File: config.mk
export PLATFORM = sky130hd
export DESIGN_NAME = turbo_enc_flat
export DESIGN_NICKNAME = d
export VERILOG_FILES = /design/src/rtl/turbo_enc_if.sv /design/src/rtl/turbo_enc.sv /design/src/flat_wrapper.sv
export SDC_FILE = /design/constraint.sdc
export NUM_CORES = 1
export LEC_CHECK = 0
export ABC_AREA = 1
export CORE_UTILIZATION = 30
export CTS_CLUSTER_DIAMETER = 100
export DETAILED_ROUTE_END_ITERATION = 8
export GPL_ROUTABILITY_DRIVEN = 1
export SKIP_LAST_GASP = 1
export SYNTH_ARGS = -nofsm -noshare
export SYNTH_HDL_FRONTEND = slang
export SYNTH_SLANG_ARGS = --single-unit
File: constraint.sdc
create_clock -name clk_p_i -period 6.6 [get_ports clk_p_i]
set_input_delay 0.66 -clock clk_p_i [delete_from_list [all_inputs] [get_ports clk_p_i]]
set_output_delay 0.66 -clock clk_p_i [all_outputs]
set_load 0.02 [all_outputs]
File: src/rtl/turbo_enc_if.sv
// Codeword stream bundle between turbo_enc and its driver/consumer.
// master: the encoder side; slave: the side issuing frames and accepting words.
interface turbo_enc_if #(
    parameter int unsigned K = 24,
    parameter int unsigned W = 21
);
    logic         start_i;
    logic [K-1:0] data_i;
    logic         ready_i;
    logic         busy_o;
    logic         valid_o;
    logic [W-1:0] data_o;
    logic         done_o;

    modport master (
        input  start_i, data_i, ready_i,
        output busy_o, valid_o, data_o, done_o
    );

    modport slave (
        output start_i, data_i, ready_i,
        input  busy_o, valid_o, data_o, done_o
    );
endinterface

File: src/rtl/turbo_enc.sv
// Rate-1/3 terminated turbo encoder, K=24, emitting an 84-bit codeword as four 21-bit words.
// Optional macro TURBO_ENC_FRAME_CNT_EN adds an 8-bit count of completed frames.
module turbo_enc (
    input  logic        clk_p_i,
    input  logic        reset_n_i,
`ifdef TURBO_ENC_FRAME_CNT_EN
    output logic [7:0]  frame_cnt_o,
`endif
    turbo_enc_if.master bus
);
    localparam int unsigned K  = 24;
    localparam int unsigned W  = 21;
    localparam int unsigned CW = 84;

    typedef enum logic [1:0] {StIdle, StEnc, StTail, StSend} state_e;

    state_e          r_state;
    logic [K-1:0]    r_info;
    logic [2:0]      r_s1;
    logic [2:0]      r_s2;
    logic [4:0]      r_bit_cnt;
    logic [1:0]      r_word_cnt;
    logic [CW-1:0]   r_cw;
    logic            r_busy;
    logic            r_valid;
    logic            r_done;
    logic [W-1:0]    r_data;
`ifdef TURBO_ENC_FRAME_CNT_EN
    logic [7:0]      r_frame_cnt;
`endif

    logic            w_x1;
    logic            w_x2;
    logic [3:0]      w_rsc1;
    logic [3:0]      w_rsc2;
    logic [CW-1:0]   w_cw_next;
    logic [1:0]      w_next_cnt;
    logic [W-1:0]    w_next_word;

    // Interleaver pi(i) = (5i + 6i^2) mod 24.
    function automatic logic [4:0] f_pi(input logic [4:0] i);
        unique case (i)
            5'd0:  f_pi = 5'd0;   5'd1:  f_pi = 5'd11;  5'd2:  f_pi = 5'd10;
            5'd3:  f_pi = 5'd21;  5'd4:  f_pi = 5'd20;  5'd5:  f_pi = 5'd7;
            5'd6:  f_pi = 5'd6;   5'd7:  f_pi = 5'd17;  5'd8:  f_pi = 5'd16;
            5'd9:  f_pi = 5'd3;   5'd10: f_pi = 5'd2;   5'd11: f_pi = 5'd13;
            5'd12: f_pi = 5'd12;  5'd13: f_pi = 5'd23;  5'd14: f_pi = 5'd22;
            5'd15: f_pi = 5'd9;   5'd16: f_pi = 5'd8;   5'd17: f_pi = 5'd19;
            5'd18: f_pi = 5'd18;  5'd19: f_pi = 5'd5;   5'd20: f_pi = 5'd4;
            5'd21: f_pi = 5'd15;  5'd22: f_pi = 5'd14;  5'd23: f_pi = 5'd1;
            default: f_pi = 5'd0;
        endcase
    endfunction

    // State s = {s3, s2, s1}; returns {z, next state}.
    function automatic logic [3:0] f_rsc(input logic x, input logic [2:0] s);
        logic a;
        a = x ^ s[1] ^ s[2];
        return {a ^ s[0] ^ s[2], s[1], s[0], a};
    endfunction

    always_comb begin
        // Tail input s2^s3 cancels the feedback so the register flushes to zero.
        w_x1   = (r_state == StTail) ? (r_s1[1] ^ r_s1[2]) : r_info[r_bit_cnt];
        w_x2   = (r_state == StTail) ? (r_s2[1] ^ r_s2[2]) : r_info[f_pi(r_bit_cnt)];
        w_rsc1 = f_rsc(w_x1, r_s1);
        w_rsc2 = f_rsc(w_x2, r_s2);

        w_cw_next = r_cw;
        if (r_state == StEnc) begin
            for (int i = 0; i < int'(K); i++) begin
                if (r_bit_cnt == 5'(i)) begin
                    w_cw_next[3*i]   = r_info[i];
                    w_cw_next[3*i+1] = w_rsc1[3];
                    w_cw_next[3*i+2] = w_rsc2[3];
                end
            end
        end else if (r_state == StTail) begin
            for (int j = 0; j < 3; j++) begin
                if (r_bit_cnt == 5'(j)) begin
                    w_cw_next[72+2*j] = w_x1;
                    w_cw_next[73+2*j] = w_rsc1[3];
                    w_cw_next[78+2*j] = w_x2;
                    w_cw_next[79+2*j] = w_rsc2[3];
                end
            end
        end

        w_next_cnt = r_word_cnt + 2'd1;
        case (w_next_cnt)
            2'd0:    w_next_word = r_cw[20:0];
            2'd1:    w_next_word = r_cw[41:21];
            2'd2:    w_next_word = r_cw[62:42];
            default: w_next_word = r_cw[83:63];
        endcase
    end

    always_ff @(posedge clk_p_i or negedge reset_n_i) begin
        if (!reset_n_i) begin
            r_state    <= StIdle;
            r_info     <= '0;
            r_s1       <= '0;
            r_s2       <= '0;
            r_bit_cnt  <= '0;
            r_word_cnt <= '0;
            r_cw       <= '0;
            r_busy     <= 1'b0;
            r_valid    <= 1'b0;
            r_done     <= 1'b0;
            r_data     <= '0;
`ifdef TURBO_ENC_FRAME_CNT_EN
            r_frame_cnt <= '0;
`endif
        end else begin
            case (r_state)
                StIdle: begin
                    if (bus.start_i) begin
                        r_info    <= bus.data_i;
                        r_s1      <= '0;
                        r_s2      <= '0;
                        r_bit_cnt <= '0;
                        r_busy    <= 1'b1;
                        r_state   <= StEnc;
                    end
                end
                StEnc: begin
                    r_s1 <= w_rsc1[2:0];
                    r_s2 <= w_rsc2[2:0];
                    r_cw <= w_cw_next;
                    if (r_bit_cnt == 5'(K - 1)) begin
                        r_bit_cnt <= '0;
                        r_state   <= StTail;
                    end else begin
                        r_bit_cnt <= r_bit_cnt + 5'd1;
                    end
                end
                StTail: begin
                    r_s1 <= w_rsc1[2:0];
                    r_s2 <= w_rsc2[2:0];
                    r_cw <= w_cw_next;
                    if (r_bit_cnt == 5'd2) begin
                        // Word 0 holds only info-section bits, already final here.
                        r_bit_cnt  <= '0;
                        r_word_cnt <= '0;
                        r_valid    <= 1'b1;
                        r_done     <= 1'b0;
                        r_data     <= r_cw[20:0];
                        r_state    <= StSend;
                    end else begin
                        r_bit_cnt <= r_bit_cnt + 5'd1;
                    end
                end
                StSend: begin
                    if (bus.ready_i) begin
                        if (r_word_cnt == 2'd3) begin
                            r_valid <= 1'b0;
                            r_done  <= 1'b0;
                            r_busy  <= 1'b0;
                            r_data  <= '0;
                            r_state <= StIdle;
`ifdef TURBO_ENC_FRAME_CNT_EN
                            r_frame_cnt <= r_frame_cnt + 8'd1;
`endif
                        end else begin
                            r_word_cnt <= w_next_cnt;
                            r_data     <= w_next_word;
                            r_done     <= (w_next_cnt == 2'd3);
                        end
                    end
                end
                default: r_state <= StIdle;
            endcase
        end
    end

    assign bus.busy_o  = r_busy;
    assign bus.valid_o = r_valid;
    assign bus.data_o  = r_data;
    assign bus.done_o  = r_done;
`ifdef TURBO_ENC_FRAME_CNT_EN
    assign frame_cnt_o = r_frame_cnt;
`endif

    a_term_zero: assert property (@(posedge clk_p_i) disable iff (!reset_n_i)
        (r_state == StSend) |-> (r_s1 == 3'b000 && r_s2 == 3'b000));

endmodule

File: src/flat_wrapper.sv
// flat-port wrapper written by rule: the top's interface ports become plain ports
module turbo_enc_flat 
  (clk_p_i, reset_n_i, bus_start_i, bus_data_i, bus_ready_i, bus_busy_o, bus_valid_o, bus_data_o, bus_done_o);
  turbo_enc_if bus_i ();
  input  logic clk_p_i;
  input  logic reset_n_i;
  input wire logic [$bits(bus_i.start_i)-1:0] bus_start_i;
  input wire logic [$bits(bus_i.data_i)-1:0] bus_data_i;
  input wire logic [$bits(bus_i.ready_i)-1:0] bus_ready_i;
  output wire logic [$bits(bus_i.busy_o)-1:0] bus_busy_o;
  output wire logic [$bits(bus_i.valid_o)-1:0] bus_valid_o;
  output wire logic [$bits(bus_i.data_o)-1:0] bus_data_o;
  output wire logic [$bits(bus_i.done_o)-1:0] bus_done_o;
  assign bus_i.start_i = bus_start_i;
  assign bus_i.data_i = bus_data_i;
  assign bus_i.ready_i = bus_ready_i;
  assign bus_busy_o = bus_i.busy_o;
  assign bus_valid_o = bus_i.valid_o;
  assign bus_data_o = bus_i.data_o;
  assign bus_done_o = bus_i.done_o;
  turbo_enc u_core (.clk_p_i(clk_p_i), .reset_n_i(reset_n_i), .bus(bus_i));
endmodule
==> results of run 1 <==
cell families (layout without fill, tap and decap cells):
| group | count (synthesis) | in the layout | synth area share [%] |
|---|---|---|---|
| simple gates | 527 | 527 | 30.6 |
| mux | 19 | 19 | 2.70 |
| compound gates | 124 | 124 | 9.23 |
| fa+ha+maj | 17 | 17 | 2.69 |
| flops | 147 | 147 | 46.5 |
| xor+xnor | 4 | 4 | 0.443 |
| buf+inv | 129 | 179 | 7.81 |
layer usage:
layer  part of all wire, %  track usage [%]  vias to the layer above
met4                   1.3             4.42                        0
met5                     0                0                        -
met3                   6.8             3.49                       15
met2                    43             25.4                      229
met1                    49             25.8                     3253
li1                      -                -                     3209
metrics by stage:
step	total power, mW	util [%]	area, um2	worst slack, ps	hold slack (ps)
2_1_floorplan	2.85	-	7910	4300	364
3_3_place_gp	3.39	33.1	8600	3270	457
3_5_place_dp	3.40	33.1	8600	3220	463
4_1_cts	4.36	35.3	9170	3200	332
5_1_grt	4.63	35.3	9170	2880	360
6_report	4.35	35.3	9170	3190	274
power breakdown:
part | internal, mW | leakage, nW | switching [mW]
Clock | 0.535 | 0.269 | 0.417
Combinational | 0.608 | 2.20 | 1.40
Sequential | 1.13 | 1.94 | 0.260
Total | 2.27 | 4.41 | 2.08
layout make-up:
cell class                      instances  area [um2]
Fill cell                            2749       16800
Inverter                               92         345
Sequential cell                       147        3680
Tap cell                              335         419
Clock inverter                         13         125
Clock buffer                           19         443
Multi-Input combinational cell        691        3620
Timing Repair Buffer                   55         542
worst register-to-register path: cells and delay by family (launching register included):
kind / cells / cell delay (ps)
buffers and inverters: 2 / 310
adders and majority gates: 1 / 460
and+or+nand+nor: 11 / 1550
DFF: 1 / 980
synthesized netlist by cell type, types with 6 or more instances:
library cell and instances:
nand3_2 27, o21ai_0 66, a21oi_1 20, nand2_1 340, ha_1 17, o22ai_1 8
clkbuf_1 19, nand2_2 6, a221oi_1 21, mux2_2 19, nand3_1 69, inv_1 87
dfrtp_1 147, nor2_1 63, buf_6 10
placed cells by master, fill, tap and decap left out, drive strengths merged:
| master | netlist | routed |
|---|---|---|
| nand2 | 351 | 351 |
| dfrtp | 147 | 147 |
| nand3 | 101 | 101 |
| inv | 92 | 97 |
| o21ai | 67 | 67 |
| nor2 | 65 | 65 |
| clkdlybuf4s50 | 0 | 50 |
| a221oi | 21 | 21 |
| a21oi | 20 | 20 |
| mux2 | 19 | 19 |
| clkbuf | 19 | 19 |
| ha | 17 | 17 |
| o22ai | 8 | 8 |
| buf | 18 | 5 |
| nor3 | 4 | 4 |
| clkinvlp | 0 | 4 |
| xor2 | 3 | 3 |
| o211ai | 3 | 3 |
| nand4 | 3 | 3 |
| clkinv | 0 | 3 |
| a31oi | 2 | 2 |
| nand3b | 2 | 2 |
| or2 | 1 | 1 |
| a32o | 1 | 1 |
| xnor2 | 1 | 1 |
| o21a | 1 | 1 |
| o2bb2ai | 1 | 1 |
| bufinv | 0 | 1 |
final timing paths:
| kind | slack (ps) | cells past startpoint | end |
|---|---|---|---|
| worst max register to register | 3190 | 14 | u_core.r_cw[53] |
| min in group clk_p_i | 480 | 2 | u_core.r_cw[83] |
| max in group asynchronous | 5040 | 2 | u_core.r_cw[7] |
| worst max-delay path | 3190 | 14 | u_core.r_cw[53] |
| worst min-delay path | 270 | 1 | u_core.bus.done_o |
| worst min register to register | 480 | 2 | u_core.r_cw[83] |
registers in the layout, summed over array words and instances (netlist names), 2 cells and up:
name / flops
u_core.r_bit_cnt: 5
u_core.r_info: 24
u_core.r_s2: 3
u_core.r_s1: 3
u_core.bus.data_o: 21
u_core.r_word_cnt: 2
u_core.r_cw: 84
u_core.r_state: 2
==> results by group, run 1 <==
Global route
  – First-pass GRT wire length: 35.2 mm
  – GRT Total Usage: 17.4%
  – Grt ovf: 0
  – Vias in the first global route: 6243
  – Initial antenna violation count: 0
  – Largest net degree at the start of global routing: 90

Clock network
  – Clock root buffer master: clkbuf_16
  – Post-CTS setup repair buffer count: 0
  – CTS Sinks: 147
  – Post-CTS Resized: 0
  – Cts hold-fix bufs: 0
  – Worst-Skew Late Latency: 440 ps
  – Num CTS Buffers: 17
  – CTS tree: yes
  – CTS max path bufs: 2
  – CTS clk-pin slew, worst paths: 70 ps
  – CTS H-tree lvls: 4

Placed design
  – Port buffer count: 51
  – Hpwl dp: 15.2 mm
  – DP Cell Count: 1320
  – Placer Congestion: 0.906

STA
  – Layout Skew: 12.4 ps
  – Final Hold Fails: 0
  – Share of the cycle needed by the critical path after routing: 51.7%
  – Max_slew headroom: 25.1%
  – Fin Setup TNS: 0 ps
  – Fmax: 0.293 GHz
  – Unrepaired setup endpoints after global routing: no
  – Final Critical Period: 3410 ps
  – Setup violators final: 0
  – Final max-slew violation count: 0
  – Slew @ Worst Pin: 1120 ps

Critical path
  – Worst Setup Start Kind: register
  – Slowest-stage cell, CP: dfrtp_1
  – Critical Path AT: 3740 ps
  – Capturing element type of the critical path: register
  – CP bufs+invs: 2
  – Worst setup path class: reg -> reg
  – Worst R2R Start: u_core.r_bit_cnt[0]
  – Cell family with most CP delay: simple AND/OR/NAND/NOR gates
  – Critical-path maximum fanout: 29
  – Slowest stage delay, CP: 980 ps
  – CP startpoint: u_core.r_bit_cnt[0]
  – Worst Path Required: 6930 ps
  – CP cell instances: inv_2, ha_1, nand2_1, nand3_1, nand2_2, inv_2, nand2_2, nand2_1, nor2_1, nand2_2, nand3_4, nand3_4, nand3_1, nand2_1

Die
  – IO Count: 52
  – Core area: 26000 um2
  – Starting density of the core: 30.5%
  – Cell row count: 59
  – Full die area: 27000 um2
  – Die Wd: 164 um
  – Die Y: 164 um

Finish
  – Final net count: 1049
  – Number of diodes: 0
  – Layout cell share with drive strength beyond 1: 10.6%
  – Final non-filler cell total: 1352
  – Syn-to-layout area delta: 15.9%

Yosys
  – Syn. warnings: 0
  – Synth cell types: 39
  – Syn nets: 1012
  – Seq/Total Area, Yosys: 46.5%
  – Yosys reg bits: 147
  – Synth top area cells: dfrtp_1 46%, nand2_1 16%, nand3_1 4.4%, o21ai_0 4.2%, inv_1 4.1%
  – Cells after synthesis: 967
  – Mapped Area: 7910 um2
  – Primary FF master, synth: dfrtp_1
  – Syn Area/Cell: 8.18 um2
  – Synth area leader: dfrtp_1
  – Synth async-reset ratio: 100%
  – Yosys top cell area share: 46.5%
  – EDFF count, synth: 0

Job
  – Max-cap viol count: 0

Power
  – Power Dens Cells: 475 nW/um2
  – Maximum vdd drop: 0.000253 V
  – Pleak: 4.41 nW

Route
  – WL final: 22.2 mm
  – Vias: 6706
  – DRC: 0
  – Routed length per instance: 16.4 um
  – Vias/cell: 4.96
  – First DRT Iteration DRCs: 672
  – 1st-pass router iterations: 4
  – Antenna viol nets, final: 0

Status
  – Status: finished, final reports clean

Worst hold path
  – Hold Crit Class: in -> async
Power figures use the tool's default switching activity.
==> inputs of run 2 (changes only) <==
==> constraint.sdc (replaced) <==
create_clock -name clk_p_i -period 3.22 [get_ports clk_p_i]
set_input_delay 0.322 -clock clk_p_i [delete_from_list [all_inputs] [get_ports clk_p_i]]
set_output_delay 0.322 -clock clk_p_i [all_outputs]
set_load 0.02 [all_outputs]
==> run 2 against run 1 <==
Net effect:
- power increased by 110%
- sequential power increased by 100%
- sequential share of layout area fell by 0.51 points
- global-route usage increased by 0.65 points
- sequential cell count unchanged
- critical path depth unchanged
- worst hold slack better by 190 ps
- critical path type unchanged
- largest cell class unchanged
- largest power group unchanged
==> results by group, run 2 (synthesized netlist as in run 1, its figures left out) <==
Critical path
  – Worst-case reg-to-reg path depth: 14
  – Critical Path AT: 3240 ps
  – CP bufs+invs: 2
  – Worst Setup Start Kind: register
  – CP cell instances: inv_1, ha_1, nand2_1, nand3_1, nand2_2, inv_2, nand2_2, nand2_1, nor2_1, nand2_2, nand3_4, nand3_2, nand3_2, nand2_1
  – Worst Path Required: 3540 ps
  – Critical path depth in cells: 14
  – Worst setup path class: reg -> reg
  – Critical-path maximum fanout: 13
  – Capturing element type of the critical path: register
  – Cell family with most CP delay: simple AND/OR/NAND/NOR gates
  – Slowest stage delay, CP: 550 ps
  – R2R setup slack: 300 ps
  – Slowest-stage cell, CP: dfrtp_1

Finish
  – Number of diodes: 0
  – Biggest register: u_core.r_cw
  – Storage cell area: 3680 um2
  – Final net count: 1059
  – Final non-filler cell total: 1362
  – Syn-to-layout area delta: 17.4%
  – Commonest non-fill, non-tap cell in the layout: nand2_1
  – Area of the multi-input gates: 3630 um2
  – Max FFs per register: 84
  – Layout cell share with drive strength beyond 1: 11.4%
  – Most frequent cells in the layout: 340 x nand2_1, 147 x dfrtp_1, 87 x inv_1
  – Final Instance Area: 9290 um2
  – Final Core Density: 35.7%
  – Filler cells: 2716

STA
  – Slew @ Worst Pin: 1040 ps
  – Setup violators final: 0
  – Final max-slew violation count: 0
  – Fin Setup TNS: 0 ps
  – Final Critical Period: 2920 ps
  – Layout Skew: 10.4 ps
  – Share of the cycle needed by the critical path after routing: 90.6%
  – Final Hold Fails: 0
  – Max_slew headroom: 30.7%
  – Unrepaired setup endpoints after global routing: no
  – Fmax: 0.343 GHz

Clock network
  – CTS Sinks: 147
  – CTS clk-pin slew, worst paths: 70 ps
  – CTS tree: yes
  – Clock root buffer master: clkbuf_16
  – Post-CTS Resized: 0
  – Worst-Skew Late Latency: 440 ps
  – Num CTS Buffers: 17
  – CTS H-tree lvls: 4
  – CTS max path bufs: 2
  – Post-CTS setup repair buffer count: 0

Die
  – Cell row count: 59
  – Die Wd: 164 um
  – Core area: 26000 um2
  – IO Count: 52
  – Die Y: 164 um
  – Starting density of the core: 30.5%
  – Full die area: 27000 um2

Global route
  – Initial antenna violation count: 0
  – First-pass GRT wire length: 36.6 mm
  – Largest net degree at the start of global routing: 71
  – Grt ovf: 0
  – Vias in the first global route: 6446
  – GRT Total Usage: 18.0%

Route
  – WL final: 23.0 mm
  – DRC: 0
  – Vias/cell: 4.91
  – Routed length per instance: 16.9 um
  – Antenna viol nets, final: 0
  – Vias: 6681
  – 1st-pass router iterations: 5
  – First DRT Iteration DRCs: 537

Power
  – Maximum vdd drop: 0.000576 V
  – Final total power: 9.14 mW
  – Pleak: 4.49 nW
  – Power Dens Cells: 984 nW/um2

Placed design
  – Hpwl dp: 16.0 mm
  – DP Cell Count: 1328
  – Post-Place Cell Area: 8660 um2
  – Port buffer count: 51
  – Placer Congestion: 0.882

Job
  – Max-cap viol count: 0

Worst hold path
  – Hold Crit Class: in -> async

Status
  – Status: finished, final reports clean
[run 2: per-stage QoR]
stage / worst slack [ps] / hold slack [ps]
3_5_place_dp: 339 / 386
3_3_place_gp: 424 / 382
5_1_grt: 46.6 / 478
6_report: 302 / 463
2_1_floorplan: 925 / 26.4
4_1_cts: 334 / 456
[run 2: final timing paths]
kind                                              to                 from
min in group clk_p_i               u_core.r_info[21]       bus_data_i[21]
worst max-delay path                 u_core.r_cw[29]  u_core.r_bit_cnt[1]
worst min-delay path            u_core.r_word_cnt[0]            reset_n_i
worst min register to register       u_core.r_cw[77]      u_core.r_cw[77]
worst max register to register       u_core.r_cw[29]  u_core.r_bit_cnt[1]
max in group asynchronous            u_core.r_cw[32]            reset_n_i
[run 2: timing repair]
action                                  CTS  global route
hold buffers                              1             0
endpoints found under the setup margin    0             1
hold endpoints to repair                 66             0
[run 2: layer usage]
layer / part of all wire (%) / track usage, % / wire length [um] / vias up
met5: 0 / 0 / 0 / -
met3: 5.4 / 3.59 / 1250 / 25
li1: - / - / - / 3231
met4: 1.5 / 5.63 / 355 / 0
met1: 50 / 25.9 / 11500 / 3232
met2: 43 / 27.0 / 9880 / 193
[run 2: power breakdown]
part	leakage, nW	total, mW	internal (mW)	switching (mW)
Sequential	1.94	2.82	2.32	0.504
Combinational	2.25	4.24	1.29	2.95
Clock	0.303	2.08	1.18	0.898
[run 2: cell type report]
class	count	area share [%]
clock buffer	17	4.58
clock inverter	15	1.97
multi-input combinational	692	39.0
timing repair buffer	64	6.59
inverter	92	3.72
tap	335	4.51
sequential	147	39.6
